===== config.mk =====
export PLATFORM = sky130hd
export DESIGN_NAME = serial_reciprocal
export DESIGN_NICKNAME = d
export VERILOG_FILES = /design/src/rtl/serial_reciprocal.sv
export SDC_FILE = /design/constraint.sdc
export NUM_CORES = 1
export LEC_CHECK = 0
export CAP_MARGIN = 20
export CORE_UTILIZATION = 42
export CTS_CLUSTER_DIAMETER = 120
export DETAILED_ROUTE_END_ITERATION = 8
export DONT_BUFFER_PORTS = 1
export GPL_ROUTABILITY_DRIVEN = 0
export GPL_TIMING_DRIVEN = 0
export REMOVE_ABC_BUFFERS = 1
export SLEW_MARGIN = 20
export SYNTH_ARGS = -nofsm -noshare
export SYNTH_HDL_FRONTEND = slang
export SYNTH_SLANG_ARGS = --single-unit

===== constraint.sdc =====
create_clock -name clk -period 4.35 [get_ports clk]
set_input_delay 1.0875 -clock clk [delete_from_list [all_inputs] [get_ports clk]]
set_output_delay 1.0875 -clock clk [all_outputs]
set_load 0.01 [all_outputs]

===== src/rtl/serial_reciprocal.sv =====
// Serial fixed-point reciprocal: loads a signed QINT.FRAC operand in chunks,
// computes 1/x by restoring division one bit per cycle, and streams the result out.
module serial_reciprocal #(
    parameter int INT_BITS  = 6,
    parameter int FRAC_BITS = 10,
    parameter int IN_W      = 4,
    parameter int OUT_W     = 8
) (
    input  logic             clk,
    input  logic             reset,
    input  logic             in_valid,
    output logic             in_ready,
    input  logic [IN_W-1:0]  in_data,
    input  logic             abs_mode,
    output logic             out_valid,
    input  logic             out_ready,
    output logic [OUT_W-1:0] out_data,
    output logic             out_sat,
    output logic             busy
);
    localparam int W     = INT_BITS + FRAC_BITS;
    localparam int IN_N  = W / IN_W;
    localparam int OUT_N = W / OUT_W;
    localparam int QW    = 2 * FRAC_BITS + 1;
    localparam int IC_W  = $clog2(IN_N + 1);
    localparam int OC_W  = $clog2(OUT_N + 1);
    localparam int DC_W  = $clog2(QW + 1);

    localparam logic [W-1:0] MAX_POS = {1'b0, {(W-1){1'b1}}};
    localparam logic [W-1:0] MIN_NEG = {1'b1, {(W-1){1'b0}}};

    if (W % IN_W != 0) begin : g_bad_in_w
        $error("serial_reciprocal: operand width must be a multiple of IN_W");
    end
    if (W % OUT_W != 0) begin : g_bad_out_w
        $error("serial_reciprocal: operand width must be a multiple of OUT_W");
    end

    typedef enum logic [1:0] {
        S_LOAD = 2'd0,
        S_DIV  = 2'd1,
        S_OUT  = 2'd2
    } state_t;

    state_t            state_q, state_d;
    logic [IC_W-1:0]   in_cnt_q, in_cnt_d;
    logic [OC_W-1:0]   out_cnt_q, out_cnt_d;
    logic [DC_W-1:0]   div_cnt_q, div_cnt_d;
    logic [W-1:0]      operand_q, operand_d;
    logic              abs_q, abs_d;
    logic [W-1:0]      mag_q, mag_d;
    logic [W-1:0]      rem_q, rem_d;
    logic [QW-1:0]     quo_q, quo_d;
    logic [W-1:0]      result_q, result_d;
    logic              sat_q, sat_d;

    logic [W:0]        rem_sh;
    logic              rem_ge;
    logic [QW+W-1:0]   quo_ext;
    logic              sat_now;
    logic              neg_now;

    always_ff @(posedge clk) begin
        if (reset) begin
            state_q   <= S_LOAD;
            in_cnt_q  <= '0;
            out_cnt_q <= '0;
            div_cnt_q <= '0;
            operand_q <= '0;
            abs_q     <= 1'b0;
            mag_q     <= '0;
            rem_q     <= '0;
            quo_q     <= '0;
            result_q  <= '0;
            sat_q     <= 1'b0;
        end else begin
            state_q   <= state_d;
            in_cnt_q  <= in_cnt_d;
            out_cnt_q <= out_cnt_d;
            div_cnt_q <= div_cnt_d;
            operand_q <= operand_d;
            abs_q     <= abs_d;
            mag_q     <= mag_d;
            rem_q     <= rem_d;
            quo_q     <= quo_d;
            result_q  <= result_d;
            sat_q     <= sat_d;
        end
    end

    always_comb begin
        state_d   = state_q;
        in_cnt_d  = in_cnt_q;
        out_cnt_d = out_cnt_q;
        div_cnt_d = div_cnt_q;
        operand_d = operand_q;
        abs_d     = abs_q;
        mag_d     = mag_q;
        rem_d     = rem_q;
        quo_d     = quo_q;
        result_d  = result_q;
        sat_d     = sat_q;

        in_ready  = 1'b0;
        out_valid = 1'b0;
        busy      = 1'b0;

        // Dividend is 2^(2*FRAC_BITS): a single one in its MSB, fed in on the first step.
        rem_sh  = {rem_q, (div_cnt_q == '0)};
        rem_ge  = (rem_sh >= {1'b0, mag_q});
        quo_ext = '0;
        sat_now = 1'b0;
        neg_now = operand_q[W-1] && !abs_q;

        case (state_q)
            S_LOAD: begin
                if (in_cnt_q == IC_W'(IN_N)) begin
                    // Handoff cycle: latch |x| and clear the divider before DIV starts.
                    mag_d     = operand_q[W-1] ? W'(-operand_q) : operand_q;
                    rem_d     = '0;
                    quo_d     = '0;
                    div_cnt_d = '0;
                    in_cnt_d  = '0;
                    state_d   = S_DIV;
                end else begin
                    in_ready = 1'b1;
                    if (in_valid) begin
                        operand_d = W'({operand_q, in_data});
                        in_cnt_d  = in_cnt_q + 1'b1;
                        if (in_cnt_q == '0) begin
                            abs_d = abs_mode;
                        end
                    end
                end
            end

            S_DIV: begin
                busy      = 1'b1;
                rem_d     = rem_ge ? W'(rem_sh - {1'b0, mag_q}) : rem_sh[W-1:0];
                quo_d     = {quo_q[QW-2:0], rem_ge};
                div_cnt_d = div_cnt_q + 1'b1;
                if (div_cnt_q == DC_W'(QW - 1)) begin
                    quo_ext   = {{W{1'b0}}, quo_d};
                    sat_now   = (operand_q == '0) || (quo_ext > {{QW{1'b0}}, MAX_POS});
                    sat_d     = sat_now;
                    if (sat_now) begin
                        result_d = neg_now ? MIN_NEG : MAX_POS;
                    end else begin
                        result_d = neg_now ? W'(-quo_ext[W-1:0]) : quo_ext[W-1:0];
                    end
                    out_cnt_d = '0;
                    state_d   = S_OUT;
                end
            end

            S_OUT: begin
                busy      = 1'b1;
                out_valid = 1'b1;
                if (out_ready) begin
                    result_d  = W'({result_q, {OUT_W{1'b0}}});
                    out_cnt_d = out_cnt_q + 1'b1;
                    if (out_cnt_q == OC_W'(OUT_N - 1)) begin
                        out_cnt_d = '0;
                        sat_d     = 1'b0;
                        result_d  = '0;
                        state_d   = S_LOAD;
                    end
                end
            end

            default: begin
                state_d = S_LOAD;
            end
        endcase

        out_data = out_valid ? result_q[W-1 -: OUT_W] : '0;
        out_sat  = out_valid && sat_q;
    end

endmodule


== Word level (Yosys, flattened, before mapping) ==
Index checks and enable logic that the tools add are counted.

* Flip-flop bits (word level): 98
* Input port bits: 9
* Output and inout bits: 12
* Logic and storage cells: 84

* Add/sub/neg operators: 6
* Magnitude comparators: 2
* Equal/unequal tests: 9
* Multiplexer cells: 35
* Bitwise gates (word level): 1
* Reductions and logical operators: 20

{| class="wikitable"
|+ Operators with widths
! cell !! count
|-
| $mux W16 || 9
|-
| $pmux W16 S2 || 2
|-
| $pmux W20 S2 || 1
|-
| $neg A16 Y16 || 2
|-
| $gt A21 B15 Y1 const B || 1
|-
| $mux W20 || 1
|-
| $ge A17 B16 Y1 || 1
|-
| $logic_not A16 Y1 || 1
|-
| $sub A16 B16 Y16 || 1
|-
| $mux W2 || 7
|-
| $reduce_and A4 Y1 || 3
|-
| $pmux W5 S2 || 1
|-
| $mux W8 || 1
|-
| $ne A2 B2 Y1 const B || 4
|-
| $mux W1 || 7
|-
| $mux W3 || 2
|-
| $pmux W2 S3 || 1
|-
| $reduce_and A2 Y1 || 3
|-
| $reduce_and A3 Y1 || 2
|-
| $reduce_bool A2 Y1 || 3
|-
| $add A5 B1 Y5 const B || 1
|-
| $eq A5 B5 Y1 const B || 1
|-
| $logic_not A5 Y1 || 1
|-
| $mux W5 || 1
|-
| 14 further kinds || 16
|}

== Logic depth before layout (Yosys ltp) ==
* Depth after elaboration: 7
* Depth in mapped cells: 22
* Gate-level depth less buffers: 19

== Worst setup path before layout ==
OpenSTA, ideal clock, no wires.

* Kind: register to register
* Start point: register div_cnt_q[0]
* End point: register result_q[13]
* Setup time: 0.103 ns
* Arrival: 4.056 ns
* Required time: 4.247 ns
* Setup slack: 0.191 ns
* Cell stages (with the launch flop): 22
* Buffers on the path: 2
* Clock period less this slack: 4.159 ns
* Cell sequence: dfxtp_1 inv_1 ha_1 nand2b_1 or3_1 ha_1 nor2b_1 o21bai_1 a21oi_1 nor2_1 o21ai_0 a21o_1 clkbuf_1 clkbuf_1 ha_1 or3_1 nor4_1 o41ai_1 or2b_2 a211oi_2 nor2_1 a2111oi_2

* Word-level cells in the longest chain between the ends: 7
* Elaborated cells between the ends (all ways): 12
* Those cells by class: add/sub (1); order compare (2); eq/ne (2); mux (4); reduce/logical (3)

{| class="wikitable"
|+ RTL lines
! what !! line !! source
|-
| from (decl) || 48 || <nowiki>logic [DC_W-1:0] div_cnt_q, div_cnt_d;</nowiki>
|-
| from (signal assigned) || 80 || <nowiki>div_cnt_q <= div_cnt_d;</nowiki>
|-
| $logic_not A5 Y1 || 109 || <nowiki>rem_sh = {rem_q, (div_cnt_q == '0)};</nowiki>
|-
| $ge A17 B16 Y1 || 110 || <nowiki>rem_ge = (rem_sh >= {1'b0, mag_q});</nowiki>
|-
| $neg A16 Y16 / $gt A21 B15 Y1 (equally long branches) || 149, 144 ||
|-
| $mux W16 / $logic_or A1 B1 Y1 (equally long branches) || 149, 144 ||
|-
| $mux W16 || 146 || <nowiki>if (sat_now) begin</nowiki>
|-
| $mux W16 || 142 || <nowiki>if (div_cnt_q == DC_W'(QW - 1)) begin</nowiki>
|-
| $pmux W16 S2 || 115 || <nowiki>case (state_q)</nowiki>
|-
| to (signal assigned) || 86 || <nowiki>result_q <= result_d;</nowiki>
|-
| to (decl) || 54 || <nowiki>logic [W-1:0] result_q, result_d;</nowiki>
|}

Parallel ways exist; a longest one is shown, timed or not. The select of a mux whose other input is x is not followed.
A chain may end at the register's enable or synchronous reset.

== Final worst setup path ==
* Start point: register div_cnt_q[0]
* End point: register result_q[11]

The elaborated chain is that of the path after synthesis.

==> results.ini <==
[status]
outcome = completed

[final_layout]
num-fill-cells = 1248
drive_above_1_share = 0.0576
final_util = 0.468
final_cell_mix = dfxtp_1, nand2_1, nor2_1
diodes = 0
final_area_sq_mm = 0.00593
syn2layout_area_growth_pct = 8.27
layout_commonest_cell = dfxtp_1
final_nets = 708

[global_routing]
grt_overflow = 0
grt_pass1_vias = 4204
antenna_found_initial = 0
grt_max_degree = 88
grt_pass1_wl_um = 20300
grtUsageTotal = 0.192

[logic_synthesis]
yosysWarnings = 0
synth_edf_count = 0
yosysUniqueCellTypes = 51
syn_inst = 693
async_reset_ff_frac = 0
ys_ff_latch = 98
synth_top_area_cell = dfxtp_1
synth_area_sq_mm = 0.00548
synthTopCellsByArea = dfxtp_1, a21oi_1, nand2_1
seq_area_frac_synth = 0.358
synth_top_area_share = 0.358
ys.flop_type = dfxtp_1
syn-mean-instance-area_sq_um = 7.90

[clocking]
clk_pin_slew_ns = 0.07
clk_latency_ns = 0.35
cts_made_buffers = 9
tritoncts = done
cts_hold_buffers = 0
cts_root_buffer = clkbuf_16
h-tree-depth = 3
clock_path_buffers = 2
clkSinkCount = 98

[sta]
finalHoldViolCount = 0
rsz0062_at_grt = no
max_clock_freq_mhz = 246
setup_viol = 0
period_share = 0.936
relSlewSlack = 0.272
min_period_ns = 4.07
drv_slew = 0
worst_pin_slew_ns = 1.09
setup_tns_ns = 0
postLayoutSetupSlackWorst_ns = 0.277
finalClockSkew_ns = 0.00922

[routing]
drtIter0Drc = 246
ant_nets = 0
drt-wirelength-per-cell_um = 14.5
wl_um = 12300
first_pass_iters = 5
dr_total_vias = 4639
drc = 0
vias_per_cell = 5.46

[worst_setup_path]
r2r_start = div_cnt_q[0]
cpPeakStageDelay_ns = 0.40
critPathMaxFanout = 15
path_common_cell = ha_1
crit_chain = inv_1 > ha_1 > nand2b_1 > or3_1 > ha_1 > nand2_1 > nor3_1 > a21o_1 > nor2_1 > o21ai_0 > a21o_4 > ha_1 > or3_1 > nor4_1 > o41ai_1 > or2b_4 > a211oi_4 > buf_4 > nor2_1 > a2111oi_2
crit_required_ns = 4.56
start_kind = register
worstPathArrival_ns = 4.28
crit_type = reg -> reg
worstSetupStartpoint = div_cnt_q[0]
crit_slowest_cell = or3_1
critPathCaptureType = register

[power]
power_switching_w = 0.000995
irDropWorstVdd_mv = 0.332
swShare = 0.363
p_leak_nw = 2.26
p_int_w = 0.00175
comb_power_share = 0.325
clkPwrFrac = 0.306
power.density_mw_per_mm2 = 462
seqPwrFrac = 0.369

[floorplan]
die_x_um = 116
num_rows = 41
coreArea_sq_mm = 0.0127
dieArea_sq_mm = 0.0135
fp.dieH_um = 116
initial_core_util = 0.432
ios = 21

[place]
place.detailed.hpwl_um = 8520
placed_cell_area_sq_mm = 0.00554
place.port_buffers = 0
preCtsSetupSlack_ns = -0.891

[job]
cap_violations = 0

[worst_hold_path]
hp-start = out_cnt_q[1]
hold_path_class = reg -> reg

-- layout make-up --
| cell class | count | area [sq um] | share of cell area |
|---|---|---|---|
| clock buffers | 10 | 239 | 0.0403 |
| clock inverters | 6 | 72.6 | 0.0122 |
| inverters | 38 | 143 | 0.0241 |
| multi-input cells | 518 | 3240 | 0.547 |
| flip-flops and latches | 98 | 1960 | 0.331 |
| well taps | 172 | 215 | 0.0363 |
| repair buffers | 7 | 56.3 | 0.00950 |
-- state kept, by name (all words and copies together) (netlist names) --
| name | cells |
|---|---|
| result_q | 16 |
| out_cnt_q | 2 |
| sat_q | 1 |
| operand_q | 16 |
| mag_q | 16 |
| abs_q | 1 |
| rem_q | 16 |
| div_cnt_q | 5 |
| state_q | 2 |
| quo_q | 20 |
| in_cnt_q | 3 |
-- final timing paths --
kind,to,slack [ns],depth (start not counted)
worst max register to register,result_q[11],0.28,20
worst max-delay path,result_q[11],0.28,20
worst min-delay path,out_cnt_q[1],0.44,2
worst min register to register,out_cnt_q[1],0.44,2
-- per-layer routing --
layer	track usage	vias up	wire [um]
met5	0	-	0
met4	0.0709	0	233
met3	0.0374	17	424
met2	0.308	68	5610
met1	0.255	2153	6030
li1	-	2401	-
-- critical path, delay by kind of cell (launching register included) --
family / cells / cell delay, ns
AO/OA/AOI/OAI: 6 / 0.91
adder cells (fa/ha/maj): 3 / 0.64
buffers and inverters: 2 / 0.27
flip-flops: 1 / 0.35
AND/OR/NAND/NOR: 9 / 1.75
-- power groups by stage --
stage / logic (W) / registers, W / clock network [W]
2_1_floorplan: 0.000617 / 0.00102 / 0
4_1_cts: 0.000871 / 0.00101 / 0.000861
3_3_place_gp: 0.000792 / 0.00103 / 0
3_5_place_dp: 0.000824 / 0.00103 / 0
5_1_grt: 0.000984 / 0.00102 / 0.000895
6_report: 0.000891 / 0.00101 / 0.000839
-- stage by stage --
step           std cells  hold WS, ns  power (W)
2_1_floorplan        654        0.417    0.00163
3_3_place_gp         826        0.429    0.00182
3_5_place_dp         827        0.439    0.00186
4_1_cts              847        0.449    0.00274
5_1_grt              849        0.466    0.00290
6_report             849        0.445    0.00274
-- cell families after synthesis --
group,after synthesis,synth area share
compound gates,197,0.233
flops,98,0.358
mux,16,0.0295
fa+ha+maj,27,0.0631
buf+inv,77,0.0555
simple gates,242,0.203
xor+xnor,36,0.0576
-- Yosys cell counts, types with 2 or more instances --
library cell / instances
nor4_1: 7
or3_1: 9
nand3_1: 8
nand2b_1: 3
and3_1: 4
nand2_1: 87
nor3b_1: 2
clkbuf_1: 36
dfxtp_1: 98
o41ai_1: 3
and2_1: 11
o21ai_1: 8
or4_1: 3
o211ai_1: 3
a21oi_1: 67
nand3b_1: 4
nor3_1: 10
a211oi_1: 19
nor2_1: 73
inv_1: 38
xnor2_1: 10
nor2b_1: 5
o21bai_1: 6
xor2_1: 26
a31oi_1: 4
buf_6: 2
a2111oi_2: 2
nand4_1: 10
a32oi_1: 3
a22oi_1: 24
ha_1: 26
mux2i_1: 15
o21ai_0: 26
a21o_1: 10
a311oi_1: 2
o31ai_1: 11
or2_2: 4
-- repair_timing --
action	4_1_cts	5_1_grt
pin swaps	1	1
resized for setup	4	2
endpoints found under the hold margin	0	0
setup buffers	4	2
setup endpoints to repair	15	15
No activity file was read; power rests on OpenSTA's default activity.
==> variant 1, RTL diff (config.mk and constraints unchanged) <==
Set the parameter `IN_W` to 8 (it was 4).
--- a/src/rtl/serial_reciprocal.sv
+++ b/src/rtl/serial_reciprocal.sv
@@ -4,5 +4,5 @@
     parameter int INT_BITS  = 6,
     parameter int FRAC_BITS = 10,
-    parameter int IN_W      = 4,
+    parameter int IN_W      = 8,
     parameter int OUT_W     = 8
 ) (
Ports: changed (resized in_data); port bits go from 21 to 25. No check against the original RTL was run, so the function may have changed too.
==> variant 1 against the original RTL <==
  * Setup slack better by 0.054 ns
  * Total power increased by 16%
  * Non-clock buffer count decreased by 4
  * Sequential cell count down 1
  * Area after synthesis rose by 0.91%
  * Combinational power up 55%
  * Cell area shrank 0.30%
  * Wire length increased by 10%
  * Count of clock-buffer cells in the layout increased by 2
==> variant 1: results (changes against the original RTL) <==
status: completed
Final Cycle Share: 0.924 (-0.0124)
number of cell instances on the worst register-to-register path: 15 (-25%)
mean instance size in the synthesized netlist: 7.88 um2 (-0.24%)
skew final: 0.00477 ns (-0.00444 ns)
Total Nets Final: 710 (+0.28%)
share of cell area taken by muxes after synthesis: 0.0256 (-0.00389)
DR vias: 4851 (+4.6%)
wire length of the first global-routing pass: 23200 um (+14%)
post-placement cell count: 831 (+0.48%)
cell area after placement: 5590 um2 (+0.79%)
DPL Wire Length: 9510 um (+12%)
Pre-Repair DR Iteration Count: 4 (-1)
proportion of power drawn by flip-flops and latches: 0.321 (-0.048)
met1 capacity usage during global routing: 0.265 (+0.00971)
area share of xor/xnor cells in the synthesized design: 0.0571 (-0.000522)
post-placement setup slack: -0.696 ns (+0.195 ns)
routed length on met3: 457 um (+7.8%)
DR WL met2: 6710 um (+20%)
Min Hold Slack: 0.458 ns (+0.0126 ns)
CP max stage delay: 0.64 ns (+0.24 ns)
met1 wire length: 6180 um (+2.5%)
power in combinational cells: 1380 uW (+55%)
layout cells sized above 1: 0.0517 (-0.00591)
starting DRC count in detailed routing: 424 (+72%)
endpoint arrival time on the critical path: 4.26 ns (-0.02 ns)
Global Route met2 Usage: 0.391 (+0.0826)
## variant 1: cell types whose count changed in the layout (fill, tap and decap cells not counted), sizes merged, moves of 6 or more
cell / unedited run / this run
o31ai: 11 / 5
a21oi: 67 / 57
and3: 4 / 10
a21o: 10 / 4
inv: 41 / 34
o211ai: 3 / 13
## variant 1: timing repair
action | in CTS | in global routing
gates resized for setup | 4 | 2
setup buffers | 1 | 1
endpoints found under the setup margin | 17 | 14
cloned | 0 | 0
pin swaps | 1 | 1
hold buffers | 0 | 0
## variant 1: area by class of cell
type	count	area, um2	area share
Multi-Input combinational cell	527	3310	0.560
Sequential cell	97	1940	0.329
Clock buffer	12	256	0.0434
Tap cell	172	215	0.0364
Inverter	34	130	0.0220
Timing Repair Buffer	3	30.0	0.00508
Clock inverter	4	27.5	0.00466
## variant 1: cell families (layout without fill, tap and decap cells)
logic type	Yosys count	count (layout)
compound gates	189	189
xor+xnor	36	36
fa+ha+maj	25	25
buf+inv	77	53
flops	97	97
mux	14	14
simple gates	263	263
==> variant 2, RTL diff (config.mk and constraints unchanged) <==
Without the edit above. Re-encode `state_t` (3 states) as one-hot, 3 bits wide.
--- a/src/rtl/serial_reciprocal.sv
+++ b/src/rtl/serial_reciprocal.sv
@@ -37,8 +37,8 @@
     end
 
-    typedef enum logic [1:0] {
-        S_LOAD = 2'd0,
-        S_DIV  = 2'd1,
-        S_OUT  = 2'd2
+    typedef enum logic [2:0] {
+        S_LOAD = 3'b001,
+        S_DIV  = 3'b010,
+        S_OUT  = 3'b100
     } state_t;
 
Function: no difference found for any inputs over 10 cycles, from zero or initial values and one cycle with reset high; not proved beyond that.
==> variant 2 against the original RTL <==
  * Cell area up 5.1%
  * Non-clock buffer count up 5
  * Wire length rose by 19%
  * Die area increased by 4.3%
  * Setup slack got worse by 0.11 ns
  * Area after synthesis grew 4.4%
  * Core utilization is 0.27 points higher
  * Critical path depth down 3
  * Sequential cell count grew 1
  * Synthesized cell count grew 7.9%
  * Sequential share of layout area shrank 1.3 points
  * Critical endpoint is now result_q[6]$_SDFFE_PP0P_
Power is not compared: it rests on default switching activity, and its combinational part moved more than twofold at a synthesized area within 25%.
==> variant 2: results (changes against the original RTL) <==
share of synthesized registers carrying an async set or reset: 0 (unchanged)
post-placement cell count: 879 (+6.3%)
Leak Pwr: 0.00218 uW
DR vias: 5209 (+12%)
Worst-Skew Late Latency: 0.36 ns
Top Layer Used: met4
DR WL met2: 7030 um (+25%)
Hold EP: quo_q[19]$_SDFFE_PP0P_
routed length on met3: 539 um (+27%)
vias in the first global route: 4951 (+18%)
largest driver fanout on the critical path: 9 (-6)
CP max stage delay: 0.49 ns (+0.09 ns)
H-tree level count: 3 (unchanged)
number of cell instances on the worst register-to-register path: 17 (-15%)
worst slew slack as a fraction of its limit: 0.276 (+0.00435)
Worst R2R Start: div_cnt_q[0]$_SDFFE_PP0P_
Worst Hold Launch: quo_q[19]$_SDFFE_PP0P_
Min Hold Slack: 0.465 ns (+0.0199 ns)
cell area after placement: 5810 um2 (+4.7%)
leading post-synthesis cells by instance count: sky130_fd_sc_hd__nand2_1 (106), sky130_fd_sc_hd__dfxtp_1 (99), sky130_fd_sc_hd__a21oi_1 (93)
clock transition at the registers of the reported paths: 0.08 ns
layout cells sized above 1: 0.0869 (+0.0293)
detail-routed via count per cell: 5.78 (+5.8%)
slowest cell on the critical path: sky130_fd_sc_hd__or4b_4
skew final: 0.0136 ns (+0.00437 ns)
starting DRC count in detailed routing: 266 (+8.1%)
status: completed
Distinct cells, synth: 73 (+43%)
GRT Residual Overflow: 0 (unchanged)
register name with the most flops: quo_q
pin count of the biggest net entering global routing: 99 (+13%)
met1 wire length: 6830 um (+13%)
Hold Violations, Final: 0 (unchanged)
count of port buffers added during placement: 0 (unchanged)
All-Layer GR Usage: 0.215 (+0.0234)
post-synthesis cell count: 748 (+7.9%)
Synthesis Warnings: 0 (unchanged)
diode insertion count for antenna repair: 0 (unchanged)
dominant cells by area after synthesis: sky130_fd_sc_hd__dfxtp_1 (35%), sky130_fd_sc_hd__a21oi_1 (8.1%), sky130_fd_sc_hd__nand2_1 (7.0%)
Seq/Total Area, Yosys: 0.347 (-0.0116)
clock root buffer: sky130_fd_sc_hd__clkbuf_16
Routed Wire Length: 14600 um (+19%)
Reg-to-Reg End: result_q[6]$_SDFFE_PP0P_
DPL Wire Length: 10100 um (+18%)
r2r setup slk: 0.17 ns (-0.11 ns)
post-placement setup slack: -0.467 ns (+0.425 ns)
wire length of the first global-routing pass: 24600 um (+21%)
Pre-Repair DR Iteration Count: 5 (unchanged)
-- variant 2: changes by cell type in the layout (fill, tap and decap cells not counted), sizes merged, moves of 11 or more --
cell,change
xor2,-11
nand3,+34
mux2i,-12
nor2,-21
nand2,+19
a21oi,+28
a22oi,-22
-- variant 2: layer usage --
layer  GRT usage  vias to the layer above
met5           0                        -
met3      0.0285                       15
li1            -                     2622
met2       0.360                      109
met4      0.0854                        0
met1       0.279                     2463
-- variant 2: cells by family after synthesis --
| kind of cell | synth area share |
|---|---|
| adder cells (fa/ha/maj) | 0.0539 |
| AO/OA/AOI/OAI | 0.257 |
| buffers and inverters | 0.0582 |
| XOR/XNOR | 0.0368 |
| flip-flops | 0.347 |
| multiplexers | 0.00919 |
| AND/OR/NAND/NOR | 0.238 |
-- variant 2: where the power goes --
part / leakage, uW / total, uW / switching, uW / internal (uW)
clock: 0.000151 / 826 / 376 / 450
combinational: 0.00123 / 208 / 125 / 83.5
sequential: 0.000799 / 925 / 10.9 / 914
total: 0.00218 / 1960 / 511 / 1450
-- variant 2: area by class of cell --
| type | instances | area, um2 |
|---|---|---|
| fill | 1379 | 7010 |
| tap | 176 | 220 |
| clock inverter | 7 | 73.8 |
| inverter | 33 | 129 |
| multi-input combinational | 565 | 3490 |
| sequential | 99 | 1980 |
| timing repair buffer | 12 | 106 |
| clock buffer | 9 | 225 |
-- variant 2: worst max-delay path, delay by kind of cell, from the launching register on --
| family | cells | cell delay, ns |
|---|---|---|
| compound gates | 5 | 1.13 |
| fa+ha+maj | 3 | 0.72 |
| flops | 1 | 0.35 |
| simple gates | 7 | 1.61 |
| buf+inv | 2 | 0.26 |
-- variant 2: timing repair --
action,4_1_cts,5_1_grt
gates resized for setup,8,10
pin swaps,1,4
endpoints found under the setup margin,16,11
buffers inserted,0,6
-- variant 2: worst max path at each step --
stage	startpoint	to	slack [ns]	cells after the start
2_1_floorplan	div_cnt_q[0]$_SDFFE_PP0P_	result_q[12]$_SDFFE_PP0P_	-0.06	18
3_3_place_gp	state_q[1]$_SDFFE_PP0P_	rem_q[0]$_SDFFE_PP0P_	-1.51	4
3_5_place_dp	div_cnt_q[0]$_SDFFE_PP0P_	result_q[12]$_SDFFE_PP0P_	-0.47	19
4_1_cts	div_cnt_q[0]$_SDFFE_PP0P_	result_q[6]$_SDFFE_PP0P_	0.01	17
5_1_grt	div_cnt_q[0]$_SDFFE_PP0P_	result_q[14]$_SDFFE_PP0P_	-0.006	19
6_report	div_cnt_q[0]$_SDFFE_PP0P_	result_q[6]$_SDFFE_PP0P_	0.17	17
